### src/rtl/search_pkg.sv
// Shared constants, register map and state type for the Wishbone table search engine.
package search_pkg;

    localparam logic [7:0] OFF_CTRL       = 8'h00;
    localparam logic [7:0] OFF_STATUS     = 8'h04;
    localparam logic [7:0] OFF_KEY        = 8'h08;
    localparam logic [7:0] OFF_MASK       = 8'h0C;
    localparam logic [7:0] OFF_RESULT     = 8'h10;
    localparam logic [7:0] OFF_TABLE_BASE = 8'h80;

    localparam int CTRL_START_BIT    = 0;
    localparam int CTRL_IRQ_EN_BIT   = 1;
    localparam int STATUS_BUSY_BIT   = 0;
    localparam int STATUS_DONE_BIT   = 1;
    localparam int STATUS_FOUND_BIT  = 2;

    localparam logic [31:0] NOT_FOUND = 32'hFFFF_FFFF;

    typedef enum logic {
        IDLE,
        SCAN
    } state_t;

    function automatic logic [31:0] apply_sel(input logic [31:0] old_val,
                                              input logic [31:0] new_val,
                                              input logic [3:0]  sel);
        logic [31:0] res;
        res = old_val;
        for (int b = 0; b < 4; b++) begin
            if (sel[b]) res[8*b +: 8] = new_val[8*b +: 8];
        end
        return res;
    endfunction

endpackage

### src/rtl/search_table.sv
// DEPTH x 32 word table: byte-enabled bus write, combinational bus read and scan read.
import search_pkg::*;

module search_table #(
    parameter int DEPTH = 16,
    parameter int IDX_W = $clog2(DEPTH)
) (
    input  logic             i_clk,
    input  logic             i_we,
    input  logic [3:0]       i_sel,
    input  logic [IDX_W-1:0] i_addr,
    input  logic [31:0]      i_wdata,
    output logic [31:0]      o_rdata,
    input  logic [IDX_W-1:0] i_scan_idx,
    output logic [31:0]      o_scan_data
);

    // Contents are intentionally left unreset.
    logic [31:0] r_mem [DEPTH];

    always_ff @(posedge i_clk) begin
        if (i_we) r_mem[i_addr] <= apply_sel(r_mem[i_addr], i_wdata, i_sel);
    end

    assign o_rdata     = r_mem[i_addr];
    assign o_scan_data = r_mem[i_scan_idx];

endmodule

### src/rtl/wb_search_engine.sv
// Wishbone slave holding a word table and key/mask; scans for the first masked match
// one entry per clock and reports the index plus a level interrupt.
//   state | meaning
//   IDLE  | waiting for START; registers freely writable
//   SCAN  | comparing table[idx] each cycle; KEY/MASK/table writes dropped
import search_pkg::*;

module wb_search_engine #(
    parameter int          DEPTH     = 16,
    parameter logic [31:0] BASE_ADDR = 32'h3000_0000,
    parameter int          IDX_W     = $clog2(DEPTH)
) (
    input  logic        wb_clk_i,
    input  logic        wb_rst_n_i,
    input  logic        wbs_cyc_i,
    input  logic        wbs_stb_i,
    input  logic        wbs_we_i,
    input  logic [3:0]  wbs_sel_i,
    input  logic [31:0] wbs_adr_i,
    input  logic [31:0] wbs_dat_i,
    output logic [31:0] wbs_dat_o,
    output logic        wbs_ack_o,
    output logic        irq_o,
    output logic        busy_o
);

    state_t            r_state, w_state_nxt;
    logic [IDX_W-1:0]  r_idx;
    logic              r_done, r_found, r_irq_en;
    logic [31:0]       r_key, r_mask, r_result;
    logic              r_ack;
    logic [31:0]       r_dat;

    logic              w_hit, w_acc, w_wr, w_busy;
    logic [7:0]        w_off;
    logic [4:0]        w_tbl_word;
    logic              w_tbl_hit;
    logic [IDX_W-1:0]  w_tbl_idx;
    logic              w_wr_ctrl, w_start, w_w1c_done, w_wr_key, w_wr_mask, w_tbl_we;
    logic [31:0]       w_tbl_rdata, w_scan_data, w_rdata;
    logic              w_match, w_last, w_scan_end;
    logic              w_unused_adr;

    assign w_hit  = wbs_cyc_i & wbs_stb_i & (wbs_adr_i[31:8] == BASE_ADDR[31:8]);
    // A strobe held across the ack cycle is only accepted again once ack drops.
    assign w_acc  = w_hit & ~r_ack;
    assign w_wr   = w_acc & wbs_we_i;
    assign w_busy = (r_state == SCAN);

    assign w_off        = {wbs_adr_i[7:2], 2'b00};
    assign w_unused_adr = ^wbs_adr_i[1:0];
    assign w_tbl_word   = wbs_adr_i[6:2];
    assign w_tbl_hit    = wbs_adr_i[7] && (32'(w_tbl_word) < 32'(DEPTH));
    assign w_tbl_idx    = IDX_W'(w_tbl_word);

    assign w_wr_ctrl  = w_wr & (w_off == OFF_CTRL) & wbs_sel_i[0];
    assign w_start    = w_wr_ctrl & wbs_dat_i[CTRL_START_BIT] & ~w_busy;
    assign w_w1c_done = w_wr & (w_off == OFF_STATUS) & wbs_sel_i[0] & wbs_dat_i[STATUS_DONE_BIT];
    assign w_wr_key   = w_wr & (w_off == OFF_KEY) & ~w_busy;
    assign w_wr_mask  = w_wr & (w_off == OFF_MASK) & ~w_busy;
    assign w_tbl_we   = w_wr & w_tbl_hit & ~w_busy;

    search_table #(
        .DEPTH (DEPTH),
        .IDX_W (IDX_W)
    ) u_table (
        .i_clk       (wb_clk_i),
        .i_we        (w_tbl_we),
        .i_sel       (wbs_sel_i),
        .i_addr      (w_tbl_idx),
        .i_wdata     (wbs_dat_i),
        .o_rdata     (w_tbl_rdata),
        .i_scan_idx  (r_idx),
        .o_scan_data (w_scan_data)
    );

    assign w_match = ((w_scan_data ^ r_key) & r_mask) == 32'd0;
    assign w_last  = (r_idx == IDX_W'(DEPTH - 1));

    always_comb begin
        w_state_nxt = r_state;
        w_scan_end  = 1'b0;
        case (r_state)
            IDLE: if (w_start) w_state_nxt = SCAN;
            SCAN: begin
                if (w_match || w_last) begin
                    w_state_nxt = IDLE;
                    w_scan_end  = 1'b1;
                end
            end
            default: w_state_nxt = IDLE;
        endcase
    end

    always_ff @(posedge wb_clk_i) begin
        if (!wb_rst_n_i) r_state <= IDLE;
        else             r_state <= w_state_nxt;
    end

    always_comb begin
        w_rdata = 32'd0;
        if (w_tbl_hit) begin
            w_rdata = w_tbl_rdata;
        end else begin
            case (w_off)
                OFF_CTRL:   w_rdata[CTRL_IRQ_EN_BIT] = r_irq_en;
                OFF_STATUS: begin
                    w_rdata[STATUS_BUSY_BIT]  = w_busy;
                    w_rdata[STATUS_DONE_BIT]  = r_done;
                    w_rdata[STATUS_FOUND_BIT] = r_found;
                end
                OFF_KEY:    w_rdata = r_key;
                OFF_MASK:   w_rdata = r_mask;
                OFF_RESULT: w_rdata = r_result;
                default:    w_rdata = 32'd0;
            endcase
        end
    end

    always_ff @(posedge wb_clk_i) begin
        if (!wb_rst_n_i) begin
            r_idx    <= '0;
            r_done   <= 1'b0;
            r_found  <= 1'b0;
            r_irq_en <= 1'b0;
            r_key    <= 32'd0;
            r_mask   <= 32'd0;
            r_result <= NOT_FOUND;
            r_ack    <= 1'b0;
            r_dat    <= 32'd0;
        end else begin
            r_ack <= w_acc;
            r_dat <= (w_acc && !wbs_we_i) ? w_rdata : 32'd0;

            if (w_wr_ctrl) r_irq_en <= wbs_dat_i[CTRL_IRQ_EN_BIT];
            if (w_wr_key)  r_key    <= apply_sel(r_key, wbs_dat_i, wbs_sel_i);
            if (w_wr_mask) r_mask   <= apply_sel(r_mask, wbs_dat_i, wbs_sel_i);

            if (w_start) begin
                r_idx   <= '0;
                r_found <= 1'b0;
            end else if (w_busy) begin
                r_idx <= r_idx + IDX_W'(1);
            end

            // FSM completion beats a same-edge write-1-to-clear.
            if (w_scan_end)                r_done <= 1'b1;
            else if (w_start || w_w1c_done) r_done <= 1'b0;

            if (w_scan_end) begin
                r_found  <= w_match;
                r_result <= w_match ? 32'(r_idx) : NOT_FOUND;
            end
        end
    end

    assign wbs_ack_o = r_ack;
    assign wbs_dat_o = r_dat;
    assign irq_o     = r_done & r_irq_en;
    assign busy_o    = w_busy;

endmodule

### config.mk
export PLATFORM = sky130hd
export DESIGN_NAME = wb_search_engine
export DESIGN_NICKNAME = d
export VERILOG_FILES = /design/src/rtl/search_pkg.sv /design/src/rtl/search_table.sv /design/src/rtl/wb_search_engine.sv
export SDC_FILE = /design/constraint.sdc
export NUM_CORES = 1
export LEC_CHECK = 0
export CORE_MARGIN = 2
export CORE_UTILIZATION = 50
export CTS_BUF_LIST = sky130_fd_sc_hd__clkbuf_8
export CTS_CLUSTER_SIZE = 10
export DETAILED_ROUTE_END_ITERATION = 6
export HOLD_SLACK_MARGIN = 0.03
export PLACE_DENSITY = 0.8
export SYNTH_ARGS = -nofsm -noshare
export SYNTH_HDL_FRONTEND = slang
export SYNTH_SLANG_ARGS = --single-unit
### constraint.sdc
create_clock -name wb_clk_i -period 5 [get_ports wb_clk_i]
set_input_delay 0.75 -clock wb_clk_i [delete_from_list [all_inputs] [get_ports wb_clk_i]]
set_output_delay 0.75 -clock wb_clk_i [all_outputs]
set_load 0.01 [all_outputs]
==> results.json <==
{
  "status": "finished, violations left",
  "violations": "DRC",
  "synth_top_area_share": 0.528,
  "rows": 88,
  "synthAdderAreaFrac": 0.000429,
  "power.density_nw_per_um2": 312,
  "hold_viol": 0,
  "wirelength_mm": 82.2,
  "ys_ff_latch": 626,
  "dr.pass1.iters": 7,
  "area_growth_pct": 14.1,
  "total_power_uw": 10400,
  "drv_cap": 0,
  "cp.arrival_ns": 4.83,
  "cp-end-kind": "register",
  "fin_area_um2": 33200,
  "diodes": 0,
  "setup-violations-final": 0,
  "postCtsHoldBufs": 0,
  "crit_type": "register to register",
  "num_vias": 18501,
  "yosysSeqAreaShare": 0.606,
  "cts_tree": "done",
  "fin_skew_ns": 0.0282,
  "slew_headroom": 0.111,
  "startpoint_type": "register",
  "hold_class": "register to register",
  "postCtsSetupBuffers": 0,
  "clock_latency_ns": 0.71,
  "critical_path.max_fanout": 38,
  "start_util": 0.505,
  "grt_max_degree": 79,
  "grt_pass1_vias": 18562,
  "drv_slew": 0,
  "yosys_warnings": 0,
  "viasPerCell": 6.84,
  "place_hpwl_mm": 51.2,
  "cp_data_required_time_ns": 5.62,
  "die_area_um2": 60200,
  "grt_pass1_wl_mm": 120,
  "min_period_ns": 4.21,
  "synth_fp_nets": 1771,
  "cts_buffers": 98,
  "io_pins": 108,
  "ant_nets": 0,
  "coreArea_um2": 57700,
  "wire_per_inst_um": 30.4,
  "cts_sinks": 626,
  "use_met3": 0.0762,
  "fp.dieH_um": 245,
  "setup_tns_ns": 0,
  "grtUsageMet1": 0.353,
  "root_buffer": "clkbuf_8",
  "synthTopCellsByArea": "edfxtp_1, mux4_2, dfxtp_1",
  "top_usage_layer": "met2",
  "synth-edff-count": 512,
  "gp_congestion": 0.881,
  "rsz0062_at_grt": "false",
  "worstMarginPinSlew_ns": 1.33,
  "synth_top_family_by_area": "multiplexers",
  "drive_gt1_frac": 0.292,
  "gr-usage-met2": 0.436,
  "clk_path_buf_depth": 3,
  "synthSimpleGateAreaFrac": 0.0535,
  "ys_types": 61,
  "chipWidth_um": 245,
  "ys.flop_type": "edfxtp_1",
  "yosysTopAreaCell": "edfxtp_1",
  "portBuffers": 105,
  "synth-xor-area-share": 0.0126,
  "leakagePower_uw": 0.0102,
  "cts_resized": 0,
  "synth_compound_area_frac": 0.0477,
  "period_share": 0.843,
  "clkTransAtPathRegs_ns": 0.06,
  "grt_overflow": 0,
  "synth_mux_area_frac": 0.258,
  "synth_area_um2": 29100,
  "peakVddDrop_mv": 0.301,
  "h-tree-depth": 3,
  "max_freq_mhz": 237,
  "postPlaceCellArea_um2": 31400,
  "antenna_found_initial": 0,
  "nNetsFinal": 1931,
  "postSynth.asyncResetShare": 0,
  "track_usage": 0.274,
  "drt_iter0_markers": 2667,
  "avgSynthCellArea_um2": 17.2,
  "postSynthCellCount": 1697,
  "drcViolationCount": 3
}
## cell usage after synthesis (29+ instances only)
| cell | n |
|---|---|
| a21oi_1 | 34 |
| nand2_1 | 135 |
| dfxtp_1 | 114 |
| nand3_1 | 75 |
| edfxtp_1 | 512 |
| a221oi_1 | 32 |
| clkbuf_1 | 70 |
| mux4_2 | 283 |
| mux2_2 | 39 |
| mux2i_1 | 67 |
| nor2_1 | 29 |
| a21boi_0 | 61 |
## worst paths after layout
check / from / slack (ns) / to / cells past startpoint
max reg2reg: register / 0.79 / r_result[1]$_SDFFE_PN1P_ / 9
min: r_mask[3]$_SDFFE_PN0P_ / 0.49 / r_mask[3]$_SDFFE_PN0P_ / 2
min reg2reg: r_mask[3]$_SDFFE_PN0P_ / 0.49 / r_mask[3]$_SDFFE_PN0P_ / 2
max: register / 0.79 / r_result[1]$_SDFFE_PN1P_ / 9
## final cells by class
| cell class | instances | area (µm²) |
|---|---|---|
| clock buffers | 111 | 1530 |
| clock inverters | 71 | 347 |
| fillers | 4276 | 24400 |
| inverters | 5 | 18.8 |
| multi-input cells | 942 | 11000 |
| flip-flops and latches | 626 | 17700 |
| well taps | 765 | 957 |
| repair buffers | 184 | 1760 |
## cell families after synthesis
kind of cell,after synthesis
compound gates,187
fa+ha+maj,1
simple gates,321
xor+xnor,42
buf+inv,129
flops,626
mux,391
## report_power, final
| group | switching, µW | internal (µW) |
|---|---|---|
| logic | 305 | 226 |
| clock network | 2010 | 2130 |
| registers | 0.000000572 | 5700 |
## critical path, cell delays in order, from the launching register on
cell	delay [ns]
dfxtp_4	0.84
buf_4	0.45
mux4_2	0.35
mux2i_1	0.22
mux2i_1	0.49
nand4_1	0.18
a2111oi_2	0.48
nand4_2	0.25
nor4_4	0.59
mux2i_1	0.24
## flip-flops by register name (all words and copies together) (netlist names), named ones only
signal and count:
busy_o 1, r_done 1, r_found 1, r_idx 4, r_irq_en 1, r_key 32
r_mask 32, r_result 5, u_table.r_mem 512, wbs_ack_o 1, wbs_dat_o 32
## cells in the final DEF, fill, tap and decap left out, drive strengths merged, types with 4 or more instances in the layout
cell type,n
a21boi,68
a21oi,34
a221oi,32
a222oi,4
a22oi,8
a311oi,4
and2,6
buf,83
clkbuf,112
clkdlybuf4s50,100
clkinv,34
dfxtp,114
edfxtp,512
inv,37
mux2,41
mux2i,67
mux4,283
nand2,135
nand2b,11
nand3,75
nand3b,7
nand4,9
nor2,29
nor2b,12
nor3,4
nor3b,12
nor4,10
o21ai,7
o22ai,5
xnor2,23
xor2,19
## stage by stage
stage | std cells | hold slack (ns) | util | setup slack, ns
after floorplan | 1697 | 0.444 | - | 0.194
after global placement | 2522 | 0.461 | 0.544 | 0.762
after detailed placement | 2522 | 0.479 | 0.544 | 0.765
after CTS | 2704 | 0.454 | 0.576 | 0.879
after global routing | 2704 | 0.476 | 0.576 | 0.630
final | 2704 | 0.489 | 0.576 | 0.787
## per-layer routing
layer	vias up	routed length [µm]
met1	9408	28800
met2	1448	39000
li1	7354	-
met3	291	10300
met4	0	4100
met5	-	0
No activity file was read; power rests on OpenSTA's default activity.
